<file path="src/rtl/meas_counter.sv">
// Cycle counter with armed capture, 2^AVG_LOG2 averaging and a
// single-entry valid/ready result register with SAT/OVERRUN flags.
//
// Ports:
//   clock    : system clock, rising edge
//   RST_N    : async active-low reset
//   CLK_EN   : count enable from timing controller
//   RESET    : measurement clear (counter clear + arm)
//   OUT_COMP : one-cycle capture pulse
//   READY    : consumer accepts DATA when VALID && READY
//   CLR_OVR  : clears OVERRUN (a same-edge set wins)
//   CNT      : live counter value
//   DATA     : averaged result
//   SAT      : result contains a saturated capture
//   VALID    : DATA/SAT hold a result
//   OVERRUN  : sticky, a result was dropped
module meas_counter #(
  parameter int CNT_W    = 24,
  parameter int AVG_LOG2 = 2
) (
  input  logic             clock,
  input  logic             RST_N,
  input  logic             CLK_EN,
  input  logic             RESET,
  input  logic             OUT_COMP,
  input  logic             READY,
  input  logic             CLR_OVR,
  output logic [CNT_W-1:0] CNT,
  output logic [CNT_W-1:0] DATA,
  output logic             SAT,
  output logic             VALID,
  output logic             OVERRUN
);

  localparam int ACC_W = CNT_W + AVG_LOG2;
  localparam int IDX_W = (AVG_LOG2 > 0) ? AVG_LOG2 : 1;
  localparam logic [IDX_W-1:0] LAST =
    IDX_W'((1 << AVG_LOG2) - 1);

  logic [CNT_W-1:0] cnt_q, cnt_d;
  logic [ACC_W-1:0] acc_q, acc_d;
  logic [IDX_W-1:0] idx_q, idx_d;
  logic             armed_q, armed_d;
  logic             wsat_q, wsat_d;
  logic [CNT_W-1:0] data_q, data_d;
  logic             sat_q, sat_d;
  logic             valid_q, valid_d;
  logic             ovr_q, ovr_d;

  logic             cap;
  logic             last;
  logic             smp_sat;
  logic             push;
  logic [ACC_W-1:0] sum;
  logic [CNT_W-1:0] res;

  assign cap     = OUT_COMP && armed_q;
  assign last    = (idx_q == LAST);
  assign smp_sat = (cnt_q == {CNT_W{1'b1}});
  assign push    = cap && last;
  // Sample is the pre-update counter; accumulator is wide enough
  // that the final sum never overflows.
  assign sum     = acc_q + ACC_W'(cnt_q);
  assign res     = CNT_W'(sum >> AVG_LOG2);

  always_comb begin
    cnt_d   = cnt_q;
    acc_d   = acc_q;
    idx_d   = idx_q;
    armed_d = armed_q;
    wsat_d  = wsat_q;
    data_d  = data_q;
    sat_d   = sat_q;
    valid_d = valid_q;
    ovr_d   = ovr_q;

    if (RESET) begin
      cnt_d = '0;
    end else if (CLK_EN && !smp_sat) begin
      cnt_d = cnt_q + CNT_W'(1);
    end

    // RESET re-arms even when it coincides with a capture.
    if (RESET) begin
      armed_d = 1'b1;
    end else if (cap) begin
      armed_d = 1'b0;
    end

    if (cap) begin
      if (last) begin
        acc_d  = '0;
        idx_d  = '0;
        wsat_d = 1'b0;
      end else begin
        acc_d  = sum;
        idx_d  = idx_q + IDX_W'(1);
        wsat_d = wsat_q | smp_sat;
      end
    end

    if (CLR_OVR) begin
      ovr_d = 1'b0;
    end

    if (push) begin
      if (!valid_q || READY) begin
        data_d  = res;
        sat_d   = wsat_q | smp_sat;
        valid_d = 1'b1;
      end else begin
        ovr_d = 1'b1;
      end
    end else if (valid_q && READY) begin
      valid_d = 1'b0;
    end
  end

  always_ff @(posedge clock or negedge RST_N) begin
    if (!RST_N) begin
      cnt_q   <= '0;
      acc_q   <= '0;
      idx_q   <= '0;
      armed_q <= 1'b0;
      wsat_q  <= 1'b0;
      data_q  <= '0;
      sat_q   <= 1'b0;
      valid_q <= 1'b0;
      ovr_q   <= 1'b0;
    end else begin
      cnt_q   <= cnt_d;
      acc_q   <= acc_d;
      idx_q   <= idx_d;
      armed_q <= armed_d;
      wsat_q  <= wsat_d;
      data_q  <= data_d;
      sat_q   <= sat_d;
      valid_q <= valid_d;
      ovr_q   <= ovr_d;
    end
  end

  assign CNT     = cnt_q;
  assign DATA    = data_q;
  assign SAT     = sat_q;
  assign VALID   = valid_q;
  assign OVERRUN = ovr_q;

endmodule

</file>
<file path="config.mk">
export PLATFORM = sky130hd
export DESIGN_NAME = meas_counter
export DESIGN_NICKNAME = d
export VERILOG_FILES = /design/src/rtl/meas_counter.sv
export SDC_FILE = /design/constraint.sdc
export NUM_CORES = 1
export LEC_CHECK = 0
export BUFFER_PORTS_ARGS = -buffer_cell sky130_fd_sc_hd__buf_2
export CAP_MARGIN = 10
export CORE_UTILIZATION = 50
export DETAILED_ROUTE_END_ITERATION = 12
export PLACE_DENSITY = 0.71
export RECOVER_POWER = 100
export REMOVE_ABC_BUFFERS = 1
export SLEW_MARGIN = 20
export SYNTH_ARGS = -nofsm -noshare
export SYNTH_HDL_FRONTEND = slang
export SYNTH_SLANG_ARGS = --single-unit
</file>
<file path="constraint.sdc">
create_clock -name clock -period 3.3 [get_ports clock]
set_input_delay 0.66 -clock clock [delete_from_list [all_inputs] [get_ports clock]]
set_output_delay 0.66 -clock clock [all_outputs]
set_load 0.1 [all_outputs]
</file>
Word level (Yosys, flattened, before mapping)
Cells that the tools add are included.
{"block": "classes", "n_addsub": 3, "eq_ne": 3, "n_mux": 13, "bitwise": 1, "reduce_logical": 12}
{"cell": "24-bit 2-to-1 mux", "n": 2}
{"cell": "26-bit by 24-bit adder with 26-bit output", "n": 1}
{"cell": "26-bit 2-to-1 mux", "n": 1}
{"cell": "24-bit by 1-bit adder with 24-bit output (second input constant)", "n": 1}
{"cell": "24-bit == test (second input constant)", "n": 1}
{"cell": "1-bit 2-to-1 mux", "n": 9}
{"cell": "2-bit nonzero test", "n": 3}
{"cell": "1-bit logical AND", "n": 4}
{"cell": "2-bit AND reduction", "n": 2}
{"cell": "2-bit by 1-bit adder with 2-bit output (second input constant)", "n": 1}
{"cell": "2-bit == test (second input constant)", "n": 1}
{"cell": "1-bit zero test", "n": 2}
{"cell": "2-bit 2-to-1 mux", "n": 1}
{"cell": "2-bit by 1-bit inequality test with 1-bit output (second input constant)", "n": 1}
{"cell": "1-bit logical OR", "n": 1}
{"cell": "1-bit bitwise OR", "n": 1}
{"block": "totals", "register_bits": 81, "in_bits": 7, "out_inout_bits": 51, "elab_cells": 41}

Longest topological paths before layout
Gate-level depths: netlist of the first run.
{"block": "logic_depth", "word_depth": 5, "depth_mapped": 10, "depth_no_buf": 10}

Worst setup path after synthesis of the first run
Ideal clock, no wire load.
{"block": "synth_timing", "path_type": "reg2reg", "from": "register cnt_q[4] (netlist: CNT[4])", "to": "register acc_q[19]", "setup_time_ns": 0.122, "arrival_ns": 3.158, "required_ns": 3.178, "path_slack_ns": 0.020, "stages_incl_launch_ff": 9, "path_buffers": 0, "synth_period_minus_slack_ns": 3.280, "cell_sequence": "dfrtp_1 ha_1 a21o_1 a31o_1 or3_1 a221oi_2 nor3_1 or3_1 a32o_1"}
{"block": "synth_via", "elab_chain_cells": 2}
{"element": "start: declaration", "line_no": "40", "rtl": "logic [CNT_W-1:0] cnt_q, cnt_d;"}
{"element": "start signal: assignment", "line_no": "131", "rtl": "cnt_q <= cnt_d;"}
{"element": "26-bit by 24-bit adder with 26-bit output", "line_no": "63", "rtl": "assign sum = acc_q + ACC_W'(cnt_q);"}
{"element": "26-bit 2-to-1 mux", "line_no": "91", "rtl": "if (last) begin"}
{"element": "end signal: assignment", "line_no": "122", "rtl": "acc_q <= '0;"}
{"element": "end signal: assignment", "line_no": "132", "rtl": "acc_q <= acc_d;"}
{"element": "end: declaration", "line_no": "41", "rtl": "logic [ACC_W-1:0] acc_q, acc_d;"}
Every way passes these cells.
A chain may end at the register's enable or synchronous reset.

Final worst setup path of the first run
Ends and elaborated chain as after synthesis.

==> out/qor.csv, run 1 <==
stage,metric,value,unit
drt,ant_nets,0,
pwr,cellLeakagePower,0.00239,uW
sta,finClkSkew,12.0,ps
clock_tree,post_cts_resized,0,
worst_setup_path,reg2reg_from,CNT[4],
final_layout,n_antenna_cell,0,
place,dp_hpwl,9.04,mm
yosys,ys_ff_latch,81,
min_path,worstHoldStart,DATA[3],
sta,max_freq,315,MHz
final_layout,final_cells,690,
sta,slew_viol_final,82,
place,dpl.cell_count,674,
final_layout,final_area,0.00522,mm^2
clock_tree,cts_tree,built,
sta,setup_viol,0,
drt,drt_first_pass_iters,5,
sta,rsz0062_at_grt,false,
clock_tree,cts_made_buffers,9,
worst_setup_path,slowest_stage,a221oi_1,
die,die_h,99.2,um
worst_setup_path,path_class,register to register,
place,portBuffers,57,
die,rows,35,
worst_setup_path,slowest_delay,580,ps
min_path,hold_depth,2,
worst_setup_path,rrSetupSlack,130,ps
die,initial_core_util,51.4,%
outcome,status,"finished, violations left",
yosys,synth_edf_count,0,
final_layout,layout_common_cells,"81 x dfrtp_1, 71 x nand2_1, 58 x clkbuf_1, 42 x o21ai_0, 41 x nor2_1",
global_routing,gr-usage-all-layers,27.8,%
sta,timing.final.crit_share,96.1,%
worst_setup_path,rr_endpoint,acc_q[19],
clock_tree,clockRootBuffer,clkbuf_8,
sta,slew_headroom,-36.5,%
worst_setup_path,path_cells,ha_1 -> a21o_1 -> a31o_1 -> or3_1 -> a221oi_1 -> nor3_1 -> or3_1 -> a32o_1,
sta,worst_pin_slew,2050,ps
yosys,synth_cell_types,52,
sta,setup_tns,0,ps
yosys,netlist_area,0.00473,mm^2
global_routing,grt_pass1_vias,4195,
drt,wire_per_inst,18.3,um
run,maxCapViolations,1,
global_routing,grt.overflow.total,0,
final_layout,drive_above_1_share,5.87,%
clock_tree,insertion_delay,360,ps
yosys,synth_flop_cell,dfrtp_1,
yosys,avgSynthCellArea,9.02,um^2
pwr,ir_worst_vdd,0.000338,V
drt,viasPerCell,5.95,
yosys,ys_seq_area_share,42.9,%
worst_setup_path,crit_top_cell,or3_1,
place,placed_area,0.00512,mm^2
die,dieArea,0.00985,mm^2
min_path,hold_end,DATA[3],
worst_setup_path,reg2reg_depth,8,
clock_tree,clockBufferDepth,2,
worst_setup_path,endpoint_kind,register,
place,gp_congestion,0.935,
clock_tree,cts_setup_buffers,0,
yosys,ys_warn_count,0,
sta,fin_crit,3170,ps
drt,first_iter_violations,177,
sta,timing.hold.ws,474,ps
yosys,netlist_instances,524,
global_routing,grt_max_degree,82,
die,core-area,0.00920,mm^2
global_routing,grt_pass1_wl,21.3,mm
clock_tree,h-tree-depth,3,
clock_tree,cts_hold_buffers,0,
worst_setup_path,cp_num_buf_inv,0,
die,io_pins,58,
clock_tree,cts_sinks,81,
pwr,power_density,436,mW/mm^2
die,dieWidth,99.2,um
sta,final-hold-violation-count,0,
drt,drt-total-wl,12.6,mm
min_path,hp-class,register to register,
outcome,violations,"max-capacitance violations, max-slew violations",
clock_tree,clk_pin_slew_worst_paths,90,ps
worst_setup_path,critical_path.top_delay_family,compound AO/OA/AOI/OAI gates,
final_layout,fin_nets,608,
worst_setup_path,worstSetupStartpointType,register,
drt,vias,4108,
worst_setup_path,critPathMaxFanout,6,
final_layout,final_common_cell,dfrtp_1,
global_routing,antenna_found_initial,0,
worst_setup_path,required,3550,ps
worst_setup_path,worstPathArrival,3420,ps
drt,route.detailed.drc,0,
final_layout,finalCoreUtilization,56.8,%
final_layout,areaGrowthSynthToFinish,10.5,%
yosys,synthArstFlopShare,100,%
==> sequential cells by signal, summed over array words and instances (netlist names) <==
| register | count |
|---|---|
| armed_q | 1 |
| VALID | 1 |
| DATA | 24 |
| SAT | 1 |
| idx_q | 2 |
| wsat_q | 1 |
| CNT | 24 |
| acc_q | 26 |
| OVERRUN | 1 |
==> worst max-delay path by stage <==
stage,from,end,slack (ps),depth (start not counted)
3_3_place_gp,CNT[0],DATA[20],390,11
2_1_floorplan,CNT[4],acc_q[19],20,8
4_1_cts,CNT[0],DATA[20],320,11
6_report,CNT[4],acc_q[19],130,8
3_5_place_dp,CNT[0],DATA[20],330,11
5_1_grt,CNT[4],acc_q[19],9,8
==> where the power goes <==
group | internal (uW) | total (uW) | switching, uW
clock network | 373 | 752 | 379
logic | 87.3 | 448 | 361
registers | 1050 | 1080 | 31.4
total | 1510 | 2280 | 771
==> through the flow <==
stage,setup slack [ps],total power (uW)
final,130,2280
after global placement,394,1550
after floorplan,19.3,1410
after CTS,322,2310
after detailed placement,335,1560
after global routing,9.21,2380
==> final cells by class <==
type,count,area [um^2]
tap,111,139
clock inverter,4,51.3
sequential,81,2030
clock buffer,12,145
fill,877,3970
timing repair buffer,65,265
multi-input combinational,401,2540
inverter,16,60.1
==> layer usage <==
metal  vias up  wire, um  track usage (%)
li1       1968         -                -
met5         -         0                0
met3        21       548             3.16
met2       104      6080             47.1
met4         0       248             9.95
met1      2015      5770             36.9
==> logic make-up (layout without fill, tap and decap cells) <==
| family | count (synthesis) | after routing | synth area share [%] |
|---|---|---|---|
| simple gates | 193 | 193 | 19.2 |
| buf+inv | 42 | 97 | 3.34 |
| flops | 81 | 81 | 42.9 |
| xor+xnor | 38 | 38 | 7.04 |
| fa+ha+maj | 27 | 27 | 7.31 |
| mux | 8 | 8 | 1.85 |
| compound gates | 135 | 135 | 18.4 |
==> worst register-to-register path, delay by kind of cell, from the launching register on <==
family                   cells  cell delay, ps
adder cells (fa/ha/maj)      1             400
flip-flops                   1             460
AO/OA/AOI/OAI                4            1290
AND/OR/NAND/NOR              3             920
==> Yosys cell counts (9+ instances only) <==
cell type | count | share of area [%]
dfrtp_1 | 81 | 43
xor2_1 | 20 | 3.7
or3_1 | 14 | 1.9
a21o_1 | 9 | 1.4
a21oi_1 | 32 | 3.4
ha_1 | 26 | 6.9
xnor2_1 | 18 | 3.3
a22o_1 | 9 | 1.7
o21ai_0 | 42 | 4.4
nand3_1 | 17 | 1.8
nor2_1 | 41 | 3.3
nand2_1 | 71 | 5.6
nand4_1 | 13 | 1.7
inv_1 | 16 | 1.3
clkbuf_1 | 25 | 2.0
Power figures use the tool's default switching activity.
==> run 2: changes to the inputs <==
--- a/config.mk
+++ b/config.mk
@@ -5,11 +5,12 @@
 export SDC_FILE = /design/constraint.sdc
 export NUM_CORES = 1
 export LEC_CHECK = 0
+export ABC_AREA = 1
 export BUFFER_PORTS_ARGS = -buffer_cell sky130_fd_sc_hd__buf_2
 export CAP_MARGIN = 10
 export CORE_UTILIZATION = 50
 export DETAILED_ROUTE_END_ITERATION = 12
-export PLACE_DENSITY = 0.71
+export PLACE_DENSITY = 0.7
 export RECOVER_POWER = 100
 export REMOVE_ABC_BUFFERS = 1
 export SLEW_MARGIN = 20
==> run 2 against run 1 <==
Effect of this change: the run still ends with max-capacitance violations, max-slew violations left; synthesized area grew 18%; synthesized cell count grew 57%; die area rose by 17%; worst setup slack improved by 500 ps; design area is 14% higher; critical path type unchanged.
==> out/qor.csv, run 2 <==
stage,metric,value,unit
outcome,status,"finished, violations left",
outcome,violations,"max-capacitance violations, max-slew violations",
yosys,ys_warn_count,0,
yosys,synth_most_common_cell,nand2_1,
final_layout,nFillCells,1111,
worst_setup_path,worstSetupStartpointType,register,
place,gp_congestion,0.967,
die,rows,38,
final_layout,final_common_cell,nand2_1,
drt,wire_per_inst,14.4,um
worst_setup_path,path_cells,ha_1 -> and3_1 -> nand2_1 -> nor2_1 -> nand2_2 -> nand2_1 -> inv_2 -> nand4_1 -> o21ai_0,
worst_setup_path,endpoint_kind,register,
final_layout,finalCoreUtilization,55.0,%
drt,first_iter_violations,304,
die,dieArea,0.0115,mm^2
die,io_pins,58,
yosys,ys_ff_latch,81,
final_layout,layout_common_cells,"309 x nand2_1, 117 x inv_1, 81 x dfrtp_1, 73 x nand3_1, 62 x nor2_1",
die,die_h,107,um
clock_tree,clockRootBuffer,clkbuf_8,
clock_tree,cts_hold_buffers,0,
yosys,netlist_area,0.00556,mm^2
sta,slew_viol_final,82,
place,dp_hpwl,11.3,mm
run,maxCapViolations,1,
pwr,seqPwrFrac,37.7,%
pwr,switching_share,50.3,%
min_path,hp-class,register to register,
pwr,switching_power,1790,uW
global_routing,antenna_found_initial,0,
drt,ant_nets,0,
yosys,synth_flop_cell,dfrtp_1,
yosys,netlist_instances,824,
final_layout,fin_nets,913,
yosys,avgSynthCellArea,6.75,um^2
drt,drt-total-wl,14.7,mm
yosys,yosysTopAreaCell,dfrtp_1,
sta,max_freq,375,MHz
worst_setup_path,path_class,register to register,
clock_tree,insertion_delay,370,ps
sta,slew_headroom,-32.7,%
yosys,synth.area.top_cells,"dfrtp_1 36%, nand2_1 21%, inv_1 7.9%",
yosys,synth_cell_types,32,
global_routing,grt.overflow.total,0,
place,portBuffers,57,
pwr,p_int,1760,uW
clock_tree,clockBufferDepth,2,
final_layout,areaGrowthSynthToFinish,7.34,%
clock_tree,cts_sinks,81,
clock_tree,cts_tree,built,
yosys,synth_edf_count,0,
worst_setup_path,crit_top_cell,nand2_1,
clock_tree,clk_pin_slew_worst_paths,70,ps
sta,setup_tns,0,ps
pwr,pwr-share-clk,17.3,%
pwr,ir_worst_vdd,0.000438,V
final_layout,drive_above_1_share,3.41,%
worst_setup_path,slowest_delay,510,ps
drt,drt_first_pass_iters,7,
clock_tree,cts_setup_buffers,0,
pwr,power_density,595,mW/mm^2
yosys,synth_top_area_share,36.5,%
sta,final-hold-violation-count,0,
sta,timing.final.crit_share,80.9,%
drt,route.detailed.drc,0,
global_routing,gr-usage-all-layers,28.0,%
final_layout,top_register,acc_q,
drt,vias,5400,
sta,fin_crit,2670,ps
die,initial_core_util,51.3,%
die,dieWidth,107,um
yosys,ys_seq_area_share,36.5,%
worst_setup_path,worstPathArrival,2910,ps
sta,finClkSkew,4.67,ps
worst_setup_path,required,3550,ps
worst_setup_path,slowest_stage,dfrtp_1,
die,core-area,0.0108,mm^2
worst_setup_path,rrSetupSlack,630,ps
yosys,synthTopCellsByCount,"307 x nand2_1, 117 x inv_1, 81 x dfrtp_1, 73 x nand3_1, 61 x nor2_1",
global_routing,grt_max_degree,82,
final_layout,n_antenna_cell,0,
pwr,cellLeakagePower,0.00316,uW
global_routing,grt_pass1_vias,5328,
sta,rsz0062_at_grt,false,
pwr,pwr-share-comb,45.0,%
clock_tree,h-tree-depth,3,
sta,worst_pin_slew,1990,ps
global_routing,grt_pass1_wl,24.7,mm
sta,timing.hold.ws,478,ps
clock_tree,cts_made_buffers,9,
worst_setup_path,critPathMaxFanout,16,
sta,setup_viol,0,
yosys,synthArstFlopShare,100,%
clock_tree,post_cts_resized,0,
final_layout,largest_register_ffs,26,
drt,viasPerCell,5.29,
run 2: power groups by stage:
stage / Clock [uW] / Combinational, uW / Sequential (uW)
6_report: 614 / 1600 / 1340
4_1_cts: 632 / 1650 / 1340
5_1_grt: 674 / 1720 / 1360
3_5_place_dp: 0 / 1640 / 1350
2_1_floorplan: 0 / 478 / 2200
3_3_place_gp: 0 / 1620 / 1350
run 2: through the flow:
stage / instance area (um^2) / worst slack [ps] / power [uW] / std cells
floorplan: 5460 / 441 / 2680 / 807
global placement: 5950 / 935 / 2960 / 1008
detailed placement: 5950 / 836 / 2990 / 1008
CTS: 6100 / 939 / 3610 / 1021
global route: 5970 / 490 / 3750 / 1021
finish: 5970 / 631 / 3550 / 1021
run 2: cell type report:
class                   instances  area (um^2)  area share (%)
multi-input cells             606         2920            48.9
flip-flops and latches         81         2030            34.0
inverters                     120          450            7.55
repair buffers                 61          244            4.09
well taps                     140          175            2.94
clock buffers                  12          145            2.43
clock inverters                 1         5.00          0.0839
run 2: final timing paths:
check | from | to | cells after the start
max reg2reg | CNT[0] | CNT[21] | 9
min reg2reg | DATA[11] | DATA[11] | 2
max in group asynchronous | RST_N | DATA[3] | 1
min in group asynchronous | RST_N | OVERRUN | 1
max | CNT[0] | CNT[21] | 9
min | DATA[11] | DATA[11] | 2
run 2: kinds of logic (layout without fill, tap and decap cells):
group,after synthesis,in the layout,share of synthesized area (%)
AND/OR/NAND/NOR,495,495,37.7
AO/OA/AOI/OAI,66,66,6.95
XOR/XNOR,18,18,2.84
adder cells (fa/ha/maj),27,27,6.21
buffers and inverters,137,194,9.88
flip-flops,81,81,36.5
run 2: worst max-delay path: cells and delay by family, from the launching register on:
kind	cells	cell delay (ps)
flops	1	510
fa+ha+maj	1	340
buf+inv	1	250
compound gates	1	100
simple gates	6	1350
run 2: metal layers:
layer  part of all wire (%)  GRT usage [%]  up-vias
li1                       -              -     2701
met1                     46           35.9     2507
met2                     46           45.3      150
met3                    4.6           4.90       42
met4                    4.0           14.9        0
met5                      0              0        -
==> run 3: changes to the inputs <==
==> constraint.sdc (replaced) <==
create_clock -name clock -period 2.62 [get_ports clock]
set_input_delay 0.524 -clock clock [delete_from_list [all_inputs] [get_ports clock]]
set_output_delay 0.524 -clock clock [all_outputs]
set_load 0.1 [all_outputs]
==> run 3 against run 2 <==
Effect of this change: highest routed layer is now met5; the run now ends clean; largest power group unchanged; clock-buffer cell count shrank 1; hold slack lost 180 ps; via count shrank 0.43%; non-clock buffer count grew 4; cell count grew 0.69%.
==> out/qor.csv, run 3 (synthesis gave the netlist of run 2 again) <==
stage,metric,value,unit
worst_setup_path,cp_num_buf_inv,2,
worst_setup_path,startpoint,idx_q[0],
pwr,p_total,4740,uW
sta,max_freq,419,MHz
worst_setup_path,slowest_stage,clkbuf_1,
final_layout,top_register,acc_q,
final_layout,areaGrowthSynthToFinish,9.34,%
clock_tree,clk_pin_slew_worst_paths,80,ps
final_layout,drive_above_1_share,4.50,%
global_routing,gr-usage-all-layers,28.6,%
global_routing,grt.overflow.total,0,
die,rows,38,
drt,wire_per_inst,14.9,um
worst_setup_path,slowest_delay,870,ps
die,dieArea,0.0115,mm^2
drt,drt-total-wl,15.3,mm
worst_setup_path,reg2reg_from,idx_q[0],
clock_tree,cts_made_buffers,9,
die,core-area,0.0108,mm^2
final_layout,largest_register_ffs,26,
place,pre_cts_ws,379,ps
drt,ant_nets,0,
place,portBuffers,57,
clock_tree,post_cts_resized,0,
clock_tree,clockBufferDepth,2,
sta,final-hold-violation-count,0,
worst_setup_path,endpoint,acc_q[3],
clock_tree,clockRootBuffer,clkbuf_8,
die,dieWidth,107,um
worst_setup_path,worstPathArrival,2670,ps
clock_tree,cts_sinks,81,
sta,setup_tns,0,ps
worst_setup_path,endpoint_kind,register,
sta,setup_viol,0,
clock_tree,insertion_delay,380,ps
sta,worst_pin_slew,1440,ps
die,io_pins,58,
drt,drt_first_pass_iters,5,
drt,first_iter_violations,266,
place,placed_area,0.00600,mm^2
run,maxCapViolations,0,
clock_tree,cts_tree,built,
outcome,status,"complete, no violations",
die,initial_core_util,51.3,%
clock_tree,cts_setup_buffers,0,
place,dp_hpwl,12.0,mm
sta,finClkSkew,8.58,ps
min_path,hp-class,input pin to async pin,
sta,timing.final.crit_share,91.1,%
sta,rsz0062_at_grt,false,
final_layout,n_antenna_cell,0,
pwr,cellLeakagePower,0.00322,uW
final_layout,finalCoreUtilization,56.1,%
worst_setup_path,rr_endpoint,acc_q[3],
worst_setup_path,critPathMaxFanout,20,
worst_setup_path,required,2900,ps
worst_setup_path,worstSetupStartpointType,register,
sta,fin_crit,2390,ps
final_layout,final_area,0.00608,mm^2
clock_tree,cts_hold_buffers,0,
worst_setup_path,rrSetupSlack,230,ps
sta,slew_headroom,3.87,%
final_layout,fin_nets,917,
worst_setup_path,critical_path.top_delay_family,buffers and inverters,
sta,slew_viol_final,0,
worst_setup_path,cp.depth,5,
worst_setup_path,path_cells,ha_1 -> nor2_1 -> clkbuf_1 -> inv_1 -> o21ai_0,
pwr,power_density,781,mW/mm^2
drt,route.detailed.drc,0,
global_routing,grt_pass1_wl,25.1,mm
die,die_h,107,um
sta,fin_ws,234,ps
worst_setup_path,path_class,register to register,
final_layout,final_common_cell,nand2_1,
drt,viasPerCell,5.23,
place,gp_congestion,0.952,
global_routing,grt_pass1_vias,5295,
worst_setup_path,reg2reg_depth,5,
global_routing,grt_max_degree,43,
clock_tree,h-tree-depth,3,
pwr,ir_worst_vdd,0.000638,V
global_routing,antenna_found_initial,1,
final_layout,layout_common_cells,"309 x nand2_1, 118 x inv_1, 81 x dfrtp_1, 73 x nand3_1, 62 x nor2_1",
drt,vias,5377,
==> run 3: cell count changes in the layout (fill, tap and decap cells not counted), moves of 2 or more <==
cell	before	now
o21ai_0	43	40
clkbuf_2	1	4
buf_4	2	5
o21ai_2	1	3
bufinv_16	0	2
clkbuf_1	55	53
==> run 3: how the worst min path moves through the flow <==
| stage | start | endpoint | cells past startpoint |
|---|---|---|---|
| floorplan | RST_N | CNT[0] | 0 |
| global placement | DATA[9] | DATA[9] | 2 |
| detailed placement | DATA[23] | DATA[23] | 2 |
| CTS | RST_N | DATA[5] | 1 |
| global route | CLR_OVR | OVERRUN | 2 |
| finish | RST_N | DATA[5] | 1 |
==> run 3: final cells by class <==
class                   instances  area (um^2)
fillers                      1131         4760
multi-input cells             606         2930
flip-flops and latches         81         2030
inverters                     120          450
repair buffers                 65          273
well taps                     140          175
clock buffers                  11          141
clock inverters                 5         78.8
==> run 3: per-stage QoR <==
| stage | hold slack (ps) | instances |
|---|---|---|
| finish | 297 | 1028 |
| CTS | 123 | 1028 |
| global route | 323 | 1028 |
| global placement | 458 | 1012 |
| floorplan | 228 | 807 |
| detailed placement | 461 | 1012 |
==> run 3: worst register-to-register path: cells and delay by family, from the launching register on <==
kind / cells / cell delay, ps
buffers and inverters: 2 / 1250
DFF: 1 / 400
AOI/OAI and AO/OA: 1 / 320
adders and majority gates: 1 / 210
and+or+nand+nor: 1 / 100
==> run 3: layer usage <==
| metal | wire, um | share of wire, % | GRT usage [%] |
|---|---|---|---|
| met4 | 459 | 3.0 | 14.0 |
| met3 | 760 | 5.0 | 5.27 |
| met2 | 7300 | 48 | 48.2 |
| met5 | 16 | 0.10 | 0 |
| met1 | 6790 | 44 | 35.1 |
==> run 3: power breakdown <==
part / leakage [uW] / switching [uW] / internal, uW
Clock: 0.000113 / 474 / 561
Sequential: 0.00110 / 159 / 1520
Combinational: 0.00201 / 1680 / 346
Total: 0.00322 / 2320 / 2430
